[src/rtl/sr_latch_driver.sv]
// sr_latch_driver
// Drive-side controller for a gate-level SR latch. Single-cycle set/reset
// requests become mutually exclusive S/R pulses of PULSE_W cycles. Each pulse
// is followed by a GAP_W-cycle recovery window with S=R=0. A one-cycle CHECK
// then compares the synchronized latch output against the expected state.
//
// Ports:
//   clk       system clock, rising edge
//   rst_n     asynchronous active-low reset
//   set_req   request a set pulse (taken only while ready)
//   rst_req   request a reset pulse (taken only while ready)
//   err_clr   clears the sticky err flag
//   q_fb      latch Q, asynchronous to clk
//   S, R      registered latch drives, never high together
//   ready     idle and able to accept a request
//   done      one-cycle pulse after a command's check
//   conflict  one-cycle pulse when both requests arrive while idle
//   exp_q     expected latch state after the last accepted command
//   err       sticky: checked Q differed from exp_q

module sr_latch_driver #(
    parameter int unsigned PULSE_W = 2,
    parameter int unsigned GAP_W   = 2
) (
    input  logic clk,
    input  logic rst_n,
    input  logic set_req,
    input  logic rst_req,
    input  logic err_clr,
    input  logic q_fb,
    output logic S,
    output logic R,
    output logic ready,
    output logic done,
    output logic conflict,
    output logic exp_q,
    output logic err
);

    localparam logic [7:0] PulseLoad = 8'(PULSE_W - 1);
    localparam logic [7:0] GapLoad   = 8'(GAP_W - 1);

    typedef enum logic [1:0] {
        StIdle,
        StPulse,
        StGap,
        StCheck
    } state_e;

    state_e     state_q, state_d;
    logic [7:0] cnt_q, cnt_d;
    logic       s_q, s_d;
    logic       r_q, r_d;
    logic       done_q, done_d;
    logic       conflict_q, conflict_d;
    logic       exp_state_q, exp_state_d;
    logic       err_q, err_d;
    logic       sync1_q, sync2_q;

    // Two-flop synchronizer for the asynchronous latch output.
    always_ff @(posedge clk or negedge rst_n) begin
        if (!rst_n) begin
            sync1_q <= 1'b0;
            sync2_q <= 1'b0;
        end else begin
            sync1_q <= q_fb;
            sync2_q <= sync1_q;
        end
    end

    always_comb begin
        state_d     = state_q;
        cnt_d       = cnt_q;
        s_d         = 1'b0;
        r_d         = 1'b0;
        done_d      = 1'b0;
        conflict_d  = 1'b0;
        exp_state_d = exp_state_q;
        err_d       = err_q & ~err_clr;

        case (state_q)
            StIdle: begin
                if (set_req && rst_req) begin
                    conflict_d = 1'b1;
                end else if (set_req) begin
                    exp_state_d = 1'b1;
                    s_d         = 1'b1;
                    cnt_d       = PulseLoad;
                    state_d     = StPulse;
                end else if (rst_req) begin
                    exp_state_d = 1'b0;
                    r_d         = 1'b1;
                    cnt_d       = PulseLoad;
                    state_d     = StPulse;
                end
            end
            StPulse: begin
                if (cnt_q == 8'd0) begin
                    cnt_d   = GapLoad;
                    state_d = StGap;
                end else begin
                    // Hold whichever drive was selected on entry; the other stays 0.
                    cnt_d = cnt_q - 8'd1;
                    s_d   = s_q;
                    r_d   = r_q;
                end
            end
            StGap: begin
                if (cnt_q == 8'd0) begin
                    state_d = StCheck;
                end else begin
                    cnt_d = cnt_q - 8'd1;
                end
            end
            StCheck: begin
                // A mismatch overrides a simultaneous err_clr.
                if (sync2_q != exp_state_q) begin
                    err_d = 1'b1;
                end
                done_d  = 1'b1;
                state_d = StIdle;
            end
            default: begin
                state_d = StIdle;
            end
        endcase
    end

    always_ff @(posedge clk or negedge rst_n) begin
        if (!rst_n) begin
            state_q     <= StIdle;
            cnt_q       <= 8'd0;
            s_q         <= 1'b0;
            r_q         <= 1'b0;
            done_q      <= 1'b0;
            conflict_q  <= 1'b0;
            exp_state_q <= 1'b0;
            err_q       <= 1'b0;
        end else begin
            state_q     <= state_d;
            cnt_q       <= cnt_d;
            s_q         <= s_d;
            r_q         <= r_d;
            done_q      <= done_d;
            conflict_q  <= conflict_d;
            exp_state_q <= exp_state_d;
            err_q       <= err_d;
        end
    end

    assign S        = s_q;
    assign R        = r_q;
    assign ready    = (state_q == StIdle);
    assign done     = done_q;
    assign conflict = conflict_q;
    assign exp_q    = exp_state_q;
    assign err      = err_q;

endmodule

[config.mk]
export PLATFORM = sky130hd
export DESIGN_NAME = sr_latch_driver
export DESIGN_NICKNAME = d
export VERILOG_FILES = /design/src/rtl/sr_latch_driver.sv
export SDC_FILE = /design/constraint.sdc
export NUM_CORES = 1
export LEC_CHECK = 0
export CAP_MARGIN = 20
export CELL_PAD_IN_SITES_DETAIL_PLACEMENT = 1
export CELL_PAD_IN_SITES_GLOBAL_PLACEMENT = 1
export CORE_MARGIN = 2
export CORE_UTILIZATION = 32
export CTS_CLUSTER_DIAMETER = 30
export DETAILED_ROUTE_END_ITERATION = 6
export GPL_TIMING_DRIVEN = 0
export PLACE_DENSITY = 0.69
export SYNTH_ARGS = -nofsm -noshare
export SYNTH_HDL_FRONTEND = slang
export SYNTH_SLANG_ARGS = --single-unit
[constraint.sdc]
create_clock -name clk -period 2.45 [get_ports clk]
set_input_delay 0.245 -clock clk [delete_from_list [all_inputs] [get_ports clk]]
set_output_delay 0.245 -clock clk [all_outputs]
set_load 0.01 [all_outputs]
# After elaboration in Yosys (flattened, before gate mapping)
# Cells that the tools add are included.
dict set report classes {
  addsub 1
  n_eq_ne 9
  n_mux 27
  bitwise 3
  n_reduce_logical 8
}
# operator n
set op_table {}
lappend op_table {{8-bit 2-to-1 mux} 5}
lappend op_table {{8-bit one-hot mux with 3 select lines} 1}
lappend op_table {{1-bit 2-to-1 mux} 13}
lappend op_table {{2-bit 2-to-1 mux} 5}
lappend op_table {{8-bit zero test} 1}
lappend op_table {{2-bit != test (second input constant)} 4}
lappend op_table {{2-bit one-hot mux with 4 select lines} 1}
lappend op_table {{4-bit AND reduction} 2}
lappend op_table {{8-bit by 1-bit subtractor with 8-bit output (second input constant)} 1}
lappend op_table {{2-bit == test (second input constant)} 2}
lappend op_table {{1-bit one-hot mux with 2 select lines} 2}
lappend op_table {{3-bit != test (second input constant)} 1}
lappend op_table {{3-bit AND reduction} 1}
lappend op_table {{3-bit nonzero test} 1}
lappend op_table {{2-bit by 1-bit == test with 1-bit output (second input constant)} 1}
lappend op_table {{2-bit zero test} 1}
lappend op_table {{1-bit NOT} 2}
lappend op_table {{2-bit nonzero test} 1}
lappend op_table {{1-bit AND} 1}
lappend op_table {{1-bit logical AND} 1}
lappend op_table {{1-bit != test} 1}
dict set report totals {
  regBits 18
  input_bits 6
  elab_cells 58
}

# Logic depth before layout (Yosys ltp)
# Gate-level depths: netlist (run 1).
dict set report logic_depth {
  word_depth 4
  mapped_depth 6
}

# Worst setup path before layout (run 1)
# OpenSTA, ideal clock, no wires.
dict set report synth_timing {
  kind {register -> register}
  startpoint {register state_q[0]}
  endpoint {register cnt_q[7]}
  arrival_time_ps 1904
  required_time_ps 2363
  setup_slack_ps 459
  stages_incl_launch_ff 7
  cell_sequence {dfrtp_1 > inv_1 > ha_1 > o21ai_0 > o211ai_1 > or4b_2 > a22oi_1}
}
dict set report synth_between {
  elab_chain_len 3
  elab_cells_between_ends 9
  cone_classes {5 x eq/ne; 1 x mux; 3 x reduce/logical}
}
# item line_no
set synth_lines {}
lappend synth_lines {{from (decl)} 50} ;# state_e state_q, state_d;
lappend synth_lines {{from (signal assigned)} 131} ;# state_q <= StIdle;
lappend synth_lines {{from (signal assigned)} 140} ;# state_q <= state_d;
lappend synth_lines {{2-bit zero test (*)} -}
lappend synth_lines {{named net ready} 33} ;# output logic ready,
lappend synth_lines {{3-bit != test (no line) (tied with other cells)} -}
lappend synth_lines {{4-bit AND reduction (no line)} -}
lappend synth_lines {{to (signal assigned)} 141} ;# cnt_q <= cnt_d;
lappend synth_lines {{to (decl)} 51} ;# logic [7:0] cnt_q, cnt_d;
# The timed path passes the listed nets; every way through them passes the cells marked *.
# A chain may end at the register's enable or synchronous reset.

# Worst setup path after layout (run 1)
dict set report layout_timing {
  startpoint {input port set_req}
  endpoint {register cnt_q[7]}
}
dict set report layout_between {
  elab_chain_len 3
  elab_cells_between_ends 7
  cone_classes {2 x eq/ne; 3 x mux; 2 x reduce/logical}
}
# item line_no
set layout_lines {}
lappend layout_lines {{from (decl)} 27} ;# input logic set_req,
lappend layout_lines {{8-bit 2-to-1 mux or 1-bit logical AND (tied branches)} {85, 83}}
lappend layout_lines {{8-bit 2-to-1 mux or 2-bit != test (tied branches)} -}
lappend layout_lines {{8-bit one-hot mux with 3 select lines or 4-bit AND reduction (tied branches)} -}
# Several ways; a longest one is shown, not always the timed one. The select of a mux whose other input is x is not followed.

==> impl_summary.md, run 1 <==
STA
The max-slew violation total from the final report was 0. Setup repair after global routing left no endpoint under its margin. The slew at the pin closest to its max-slew limit is about 0.81 ns.

The final number of hold-violating endpoints is 0. The worst path uses between 90% and 100% of the clock period. On the final layout, the worst clock skew is 0.00473 ns. The worst slew margin relative to its limit is 45.9%. The worst path needs 2.25 ns of the cycle, external delays included. Setup violations remaining at the end of the flow were counted as 0.

Static timing analysis puts the maximum clock frequency at roughly 440 MHz.

Synthesis
The count of distinct cell types in the synthesized netlist is 31. In the synthesized netlist the async set-or-reset flop fraction comes to 100%. The total of flip-flops plus latches after synthesis is 18.

The average cell area after synthesis is roughly 10 um2. The number of warnings reported in the yosys synthesis log is 0. Synthesis handed over a netlist of 96 instances. Among all flip-flop cells after synthesis, the most frequent one is sky130_fd_sc_hd__dfrtp_1. The sequential element share of the synthesized area is 45.1%. In this run the cell area of the synthesized design comes to 1000 um2. When the netlist entered floorplanning its net count stood at 112. The number of enable-type register cells in the synthesized netlist is 0.

Cells and area
The number of nets in the final layout is 129. The flip-flop count of the largest register after layout is 8. The post-route cell area is between 0.001 and 0.0015 mm2. Of the cells placed in the final design, the portion with a size suffix greater than 1 is a little over a tenth.

The number of antenna repair diodes is 0. The top register by number of flip-flops is cnt_q. The count of cells in the finished layout, fillers not included, comes to around 140. The largest registers in the layout are cnt_q: 8 flops, state_q: 2 flops. The area growth from synthesis to final layout is 18.4%.

Global routing
Entering global routing, the biggest net connects 19 pins. The total congestion overflow is 0. The wire length of the first global-routing pass is 3.73 mm. The via count of the first global-routing pass is 818. The initial antenna violation count is 0. The combined global-route utilization of all metal layers is between 10 and 15%.

Worst setup path
The slowest stage of the critical path is the sky130_fd_sc_hd__or4b_2 cell. The worst setup path endpoint is cnt_q[7]. The arrival time reported for the critical path endpoint is 2.47 ns. The signal on the critical path passes through clkdlybuf4s50_1, inv_1, ha_1, o21ai_0, o211ai_1, or4b_2, a22oi_1. In this run the critical register-to-register path is captured at cnt_q[7]. The worst register-to-register path has a depth of 6. STA classifies the critical path startpoint as a primary input.

The launch point of the critical path is set_req. The slack of the worst reg-to-reg path is 0.20 ns. The critical path's largest stage delay is 0.71 ns.

The reg-to-reg critical path startpoint is cnt_q[1]. The data required time at the worst endpoint is 2.66 ns. The critical path in this run is classified as primary input to flop. The worst setup path is captured at a flop.

Of all nets on the critical path, the largest fanout is 9.

Pwr
The power per cell area is 1280 mW/mm2. The total leakage power is 0.551 nW. VDD sags by at most roughly 0.00034 V. After layout, the design draws a total of 0.00151 W.

Clock tree
Post-CTS timing repair inserted 0 buffers for setup. The count of hold-fix buffers inserted at cts is 0. The number of gates resized after CTS was 0. The tree is rooted in a sky130_fd_sc_hd__clkbuf_4.

The clock latency on the worst-skew pair is 0.29 ns. The CTS tree is done. The longest clock path from root to sink contains 2 buffers. The tree built by TritonCTS fans out to 18 sinks. The H-tree depth is 1. The clock-pin slew of the registers on the worst-case setup and hold paths is 0.10 ns. The number of buffers created by CTS is 3.

Routing
In the final routed layout, each cell accounts on average for 15.8 um. The wire length after detailed routing is 2.28 mm. The number of routed nets with antenna violations is 0. After detailed routing, the number of remaining DRC violations is 0. After detailed routing, the met2 layer carries 1.22 mm of wire. The first-pass iteration count of the detailed router is 4. The routed design uses 25 um of met3 wire. Using the TritonRoute via totals, the vias-per-cell ratio works out to around 5.5.

The sum of routed wire segments on met1 is 980 um. The total number of vias is 793. In this run, the number of DRC markers left after iteration 0 of detailed routing was 19.

The uppermost layer routed is met4.

Floorplanning
In this run the vertical extent of the chip is 59.9 um. The top-level I/O count is 13. The row count is 20. The total area inside the core boundary comes to 0.00300 mm2. The initial standard-cell utilization of the core is 33.3%. The die covers roughly 0.0036 mm2. The die outline width is 59.9 um.

Placed design
After detailed placement, the design holds a cell count of 141. The number of port buffers is 12. The final weighted congestion of routability-driven global placement is between 0.7 and 0.8. The sum of net half-perimeters after detailed placement is ~1.8 mm. The placed instances occupy a cell area of between 0.001 and 0.0015 mm2.

Job
Max-cap violations in this run came to 0.

Min path
The worst hold path belongs to the class flop to flop.

Status
The flow ran to the end, and the final reports show no timing, DRC or antenna violations.
[logic make-up after synthesis]
logic type / share of synthesized area, %
xor gates and xnor gates: 0.876
AOI/OAI and AO/OA: 18.1
muxes: 1.00
DFF: 45.1
adders and majority gates: 12.5
and+or+nand+nor: 17.8
buffers and inverters: 4.63
[critical path: cells and delay by family]
| kind | cells | cell delay (ns) |
|---|---|---|
| buffers and inverters | 2 | 0.59 |
| AOI/OAI and AO/OA | 3 | 0.71 |
| adders and majority gates | 1 | 0.21 |
| and+or+nand+nor | 1 | 0.71 |
[per-stage QoR]
| step | hold WS, ns | TNS, ns | setup WS, ns | util (%) |
|---|---|---|---|---|
| after floorplan | -0.0506 | 0 | 0.459 | - |
| after CTS | 0.365 | 0 | 0.135 | 39.4 |
| after global placement | 0.338 | -0.131 | -0.131 | 38.7 |
| after global routing | 0.368 | 0 | 0.0444 | 39.4 |
| final | 0.361 | 0 | 0.195 | 39.4 |
| after detailed placement | 0.340 | -0.179 | -0.179 | 38.7 |
[where the power goes]
group | total (W) | internal (W) | switching, W
Combinational | 0.000874 | 0.000392 | 0.000482
Clock | 0.000148 | 0.0000571 | 0.0000909
Sequential | 0.000488 | 0.000403 | 0.0000851
[routing by layer]
metal / global-route usage [%] / up-vias
met5: 0 / -
met4: 6.98 / 0
met3: 1.95 / 4
met2: 25.2 / 8
met1: 16.6 / 401
li1: - / 380
[layout make-up]
cell class,instances,area [um2]
buffer,1,5.00
timing repair buffer,12,120
sequential,18,450
tap,33,41.3
inverter,11,41.3
clock buffer,3,22.5
multi-input combinational,66,503
fill,344,1820
[cell usage in the layout, fill, tap and decap left out, types with 2 or more instances in the layout]
| cell | instances |
|---|---|
| sky130_fd_sc_hd__or4_1 | 2 |
| sky130_fd_sc_hd__o21ai_0 | 7 |
| sky130_fd_sc_hd__nor2_1 | 5 |
| sky130_fd_sc_hd__inv_1 | 11 |
| sky130_fd_sc_hd__nand3_1 | 5 |
| sky130_fd_sc_hd__ha_1 | 10 |
| sky130_fd_sc_hd__or3_1 | 3 |
| sky130_fd_sc_hd__or4b_2 | 2 |
| sky130_fd_sc_hd__clkdlybuf4s50_1 | 12 |
| sky130_fd_sc_hd__nand2_1 | 6 |
| sky130_fd_sc_hd__o41ai_1 | 2 |
| sky130_fd_sc_hd__dfrtp_1 | 18 |
| sky130_fd_sc_hd__a22oi_1 | 6 |
| sky130_fd_sc_hd__clkbuf_4 | 3 |
[synthesized netlist by cell type, drive strengths merged, types with 2 or more instances]
cell type | number | area, um2
dfrtp | 18 | 450
inv | 11 | 41.3
ha | 10 | 125
o21ai | 7 | 35.0
a22oi | 6 | 45.0
nand2 | 6 | 22.5
nand3 | 5 | 25.0
nor2 | 5 | 18.8
or3 | 4 | 26.3
o41ai | 2 | 17.5
or2 | 2 | 15.0
or4 | 2 | 15.0
or4b | 2 | 20.0
[worst min-delay path by stage]
stage | slack (ns) | start | cells after the start | to
floorplan | -0.05 | rst_n | 0 | R
global placement | 0.34 | sync1_q | 0 | sync2_q
detailed placement | 0.34 | sync1_q | 0 | sync2_q
CTS | 0.36 | sync1_q | 0 | sync2_q
global route | 0.37 | sync1_q | 0 | sync2_q
finish | 0.36 | sync1_q | 0 | sync2_q
Power figures use the tool's default switching activity.
==> run 2, diff against run 1 <==
Settings changed: GPL_TIMING_DRIVEN 0 to default.
==> run 2 against run 1 <==
Clock skew is 0.0039 ns higher; sequential share of layout area down 1.2 points; utilization grew 1.3 points; clock power is 24% higher; final cell count increased by 2.8%; routed wire length decreased by 1.1%; sequential power about the same; via count down 0.25%; flip-flop and latch count unchanged; critical path type is now flop to flop; largest cell class unchanged; highest routed layer unchanged.
==> impl_summary.md, run 2 (synthesis results as in run 1) <==
Worst setup path
The slack of the worst reg-to-reg path is 0.33 ns (+0.14 ns). The capturing element type of the critical path is a flop. The worst setup path is of the flop to flop kind. The arrival time reported for the critical path endpoint is 2.28 ns (-0.19 ns).

The maximum fanout count along the critical path came to 7 (-2). The worst register-to-register path ends at cnt_q[4]. STA classifies the critical path startpoint as a flop. The data required time at the worst endpoint is 2.62 ns (-0.04 ns). The startpoint identified for the worst register-to-register timing path is cnt_q[1]. The cell count of the worst reg-to-reg path is 6 (unchanged).

Cells and area
The number of antenna repair diodes is 0 (unchanged). Relative to the synthesized area, the layout overhead comes to 22.3%. The share of final-layout standard cells stronger than drive strength 1 came to 13.9% (+3.1 points).

The largest registers in the layout are cnt_q: 8 flops, state_q: 2 flops. The top register by number of flip-flops is cnt_q. The flip-flop count of the largest register after layout was 8 (unchanged).

The commonest non-fill, non-tap cell in the layout is sky130_fd_sc_hd__dfrtp_1. In the layout the commonest cells are 18 x sky130_fd_sc_hd__dfrtp_1, 12 x sky130_fd_sc_hd__clkdlybuf4s50_1, 11 x sky130_fd_sc_hd__inv_1, 10 x sky130_fd_sc_hd__ha_1, 7 x sky130_fd_sc_hd__o21ai_0. The number of nets in the final layout is 132 (+2.3%).

Floorplanning
The total core area came to 0.00300 mm2 (unchanged). The die outline width is 59.9 um (unchanged). The row count is 20 (unchanged). The top-level I/O count came to 13 (unchanged). The initial standard-cell utilization of the core is 33.3% (unchanged). The die span in y is 59.9 um (unchanged). The total die area came to 0.00359 mm2 (unchanged).

Min path
The cell depth of the worst min-delay path is 0 (unchanged). The class of the worst hold path is flop to flop. The path with the worst hold slack has its endpoint at sync2_q. The startpoint of the worst hold path is sync1_q.

Job
The max-cap violation count is 0 (unchanged).

STA
The final number of hold-violating endpoints is 0 (unchanged). The slew at the pin closest to its max-slew limit is 0.803 ns (-0.00658 ns). Setup repair after global routing left no endpoint under its margin. The worst slew margin relative to its limit came to 46.3% (+0.44 points).

The maximum clock rate is 472 MHz (+6.5%). The max-slew violation total from the final report was 0 (unchanged). The setup TNS was 0 ns (unchanged). The setup-violating endpoint count in the final report is 0 (unchanged). The ratio of final minimum period to clock period is 86.4% (-5.6 points). The worst clock skew is 0.00860 ns (+0.00388 ns). The smallest hold slack is 0.369 ns (+0.00814 ns). The time the final worst path needs with I/O delays and setup is 2.12 ns (-0.138 ns).

Global routing
The total congestion overflow is 0 (unchanged). The wire length of the first global-routing pass is 3.86 mm (+3.5%). The initial antenna violation count was 0 (unchanged). The via count of the first global-routing pass is 822 (+0.49%).

The combined global-route utilization of all metal layers is 14.7% (+0.51 points). The largest net degree at the start of global routing is 19 (unchanged).

Clock tree
The H-tree depth is 1 (unchanged). The total clock sinks came to 18 (unchanged). The clock latency on the worst-skew pair came to 0.29 ns (about the same). In this run the clock root is driven by a sky130_fd_sc_hd__clkbuf_4.

The number of gates given a new drive strength after cts came to 0 (unchanged). The number of buffers between clock root and the deepest sink came to 2 (unchanged). The count of hold-fix buffers inserted at cts is 0 (unchanged).

TritonCTS built the clock tree. The clock-pin slew of the registers on the worst-case setup and hold paths is 0.11 ns (about the same). The number of buffers created by CTS was 3 (unchanged). The buffers inserted during post-CTS setup optimization was 0 (unchanged).

Routing
The post-detailed-route DRC marker count came to 0 (unchanged). The number of vias per cell came to 5.34 (-2.9%). The wire length after detailed routing was 2.25 mm (-1.1%). The number of routed nets with antenna violations is 0 (unchanged). The first-pass iteration count of the detailed router is 4 (unchanged). The total number of vias is 791 (-0.25%).

The detailed-route wire length per cell came to 15.2 um (-3.8%). The number of DRC markers in iteration 0 came to 22 (+3).

Pwr
The power per cell area is 1300 mW/mm2 (+1.6%). The worst supply voltage drop on vdd is 0.000414 V (+23%). The total leakage power is 0.573 nW (+4.0%).

Status
The flow ran to the end, and the final reports show no timing, DRC or antenna violations.

Placed design
The sum of net half-perimeters after detailed placement came to 1.76 mm (-3.4%). The number of port buffers is 12 (unchanged). The final weighted congestion of routability-driven global placement came to 0.744 (+0.91%).
[run 2: cell types whose count changed in the layout (fill, tap and decap cells not counted)]
cell,before,now
sky130_fd_sc_hd__clkbuf_8,0,1
sky130_fd_sc_hd__buf_4,0,4
sky130_fd_sc_hd__buf_2,1,0
[run 2: per-layer routing]
layer | vias to the layer above | track usage, % | part of all wire [%]
li1 | 390 | - | -
met1 | 389 | 19.2 | 48
met2 | 8 | 23.6 | 48
met3 | 4 | 2.60 | 1.6
met4 | 0 | 6.67 | 1.6
met5 | - | 0 | 0
[run 2: how the worst max path moves through the flow]
stage | from | endpoint | slack [ns] | cells after the start
2_1_floorplan | state_q[0] | cnt_q[7] | 0.46 | 6
3_3_place_gp | set_req | cnt_q[7] | 0.15 | 7
4_1_cts | cnt_q[1] | cnt_q[4] | 0.34 | 6
6_report | cnt_q[1] | cnt_q[4] | 0.33 | 6
3_5_place_dp | set_req | cnt_q[7] | 0.07 | 7
5_1_grt | cnt_q[1] | cnt_q[4] | 0.17 | 6
[run 2: critical path, stage by stage, from the launching register on]
cell	delay (ns)
sky130_fd_sc_hd__dfrtp_1	0.39
sky130_fd_sc_hd__inv_1	0.14
sky130_fd_sc_hd__ha_1	0.19
sky130_fd_sc_hd__or3b_2	0.47
sky130_fd_sc_hd__o21ai_0	0.45
sky130_fd_sc_hd__a22o_4	0.25
sky130_fd_sc_hd__a22oi_1	0.10
[run 2: area by class of cell]
| class | instances | area [um2] |
|---|---|---|
| clock buffer | 4 | 36.3 |
| inverter | 11 | 41.3 |
| tap | 33 | 41.3 |
| sequential | 18 | 450 |
| multi-input combinational | 66 | 503 |
| timing repair buffer | 16 | 150 |
| fill | 347 | 1780 |
[run 2: power by group]
part	leakage [nW]	internal (W)	switching, W
sequential	0.232	0.000402	0.0000852
clock	0.0210	0.0000905	0.0000928
combinational	0.320	0.000429	0.000484
[run 2: stage by stage]
step | total power [W] | worst slack (ns) | instances | instance area, um2 | utilization, %
finish | 0.00158 | 0.333 | 148 | 1220 | 40.7
global route | 0.00173 | 0.174 | 148 | 1220 | 40.7
CTS | 0.00161 | 0.337 | 148 | 1220 | 40.7
detailed placement | 0.00142 | 0.0705 | 144 | 1190 | 39.5
global placement | 0.00138 | 0.148 | 144 | 1190 | 39.5
floorplan | 0.00109 | 0.459 | 96 | 1000 | -
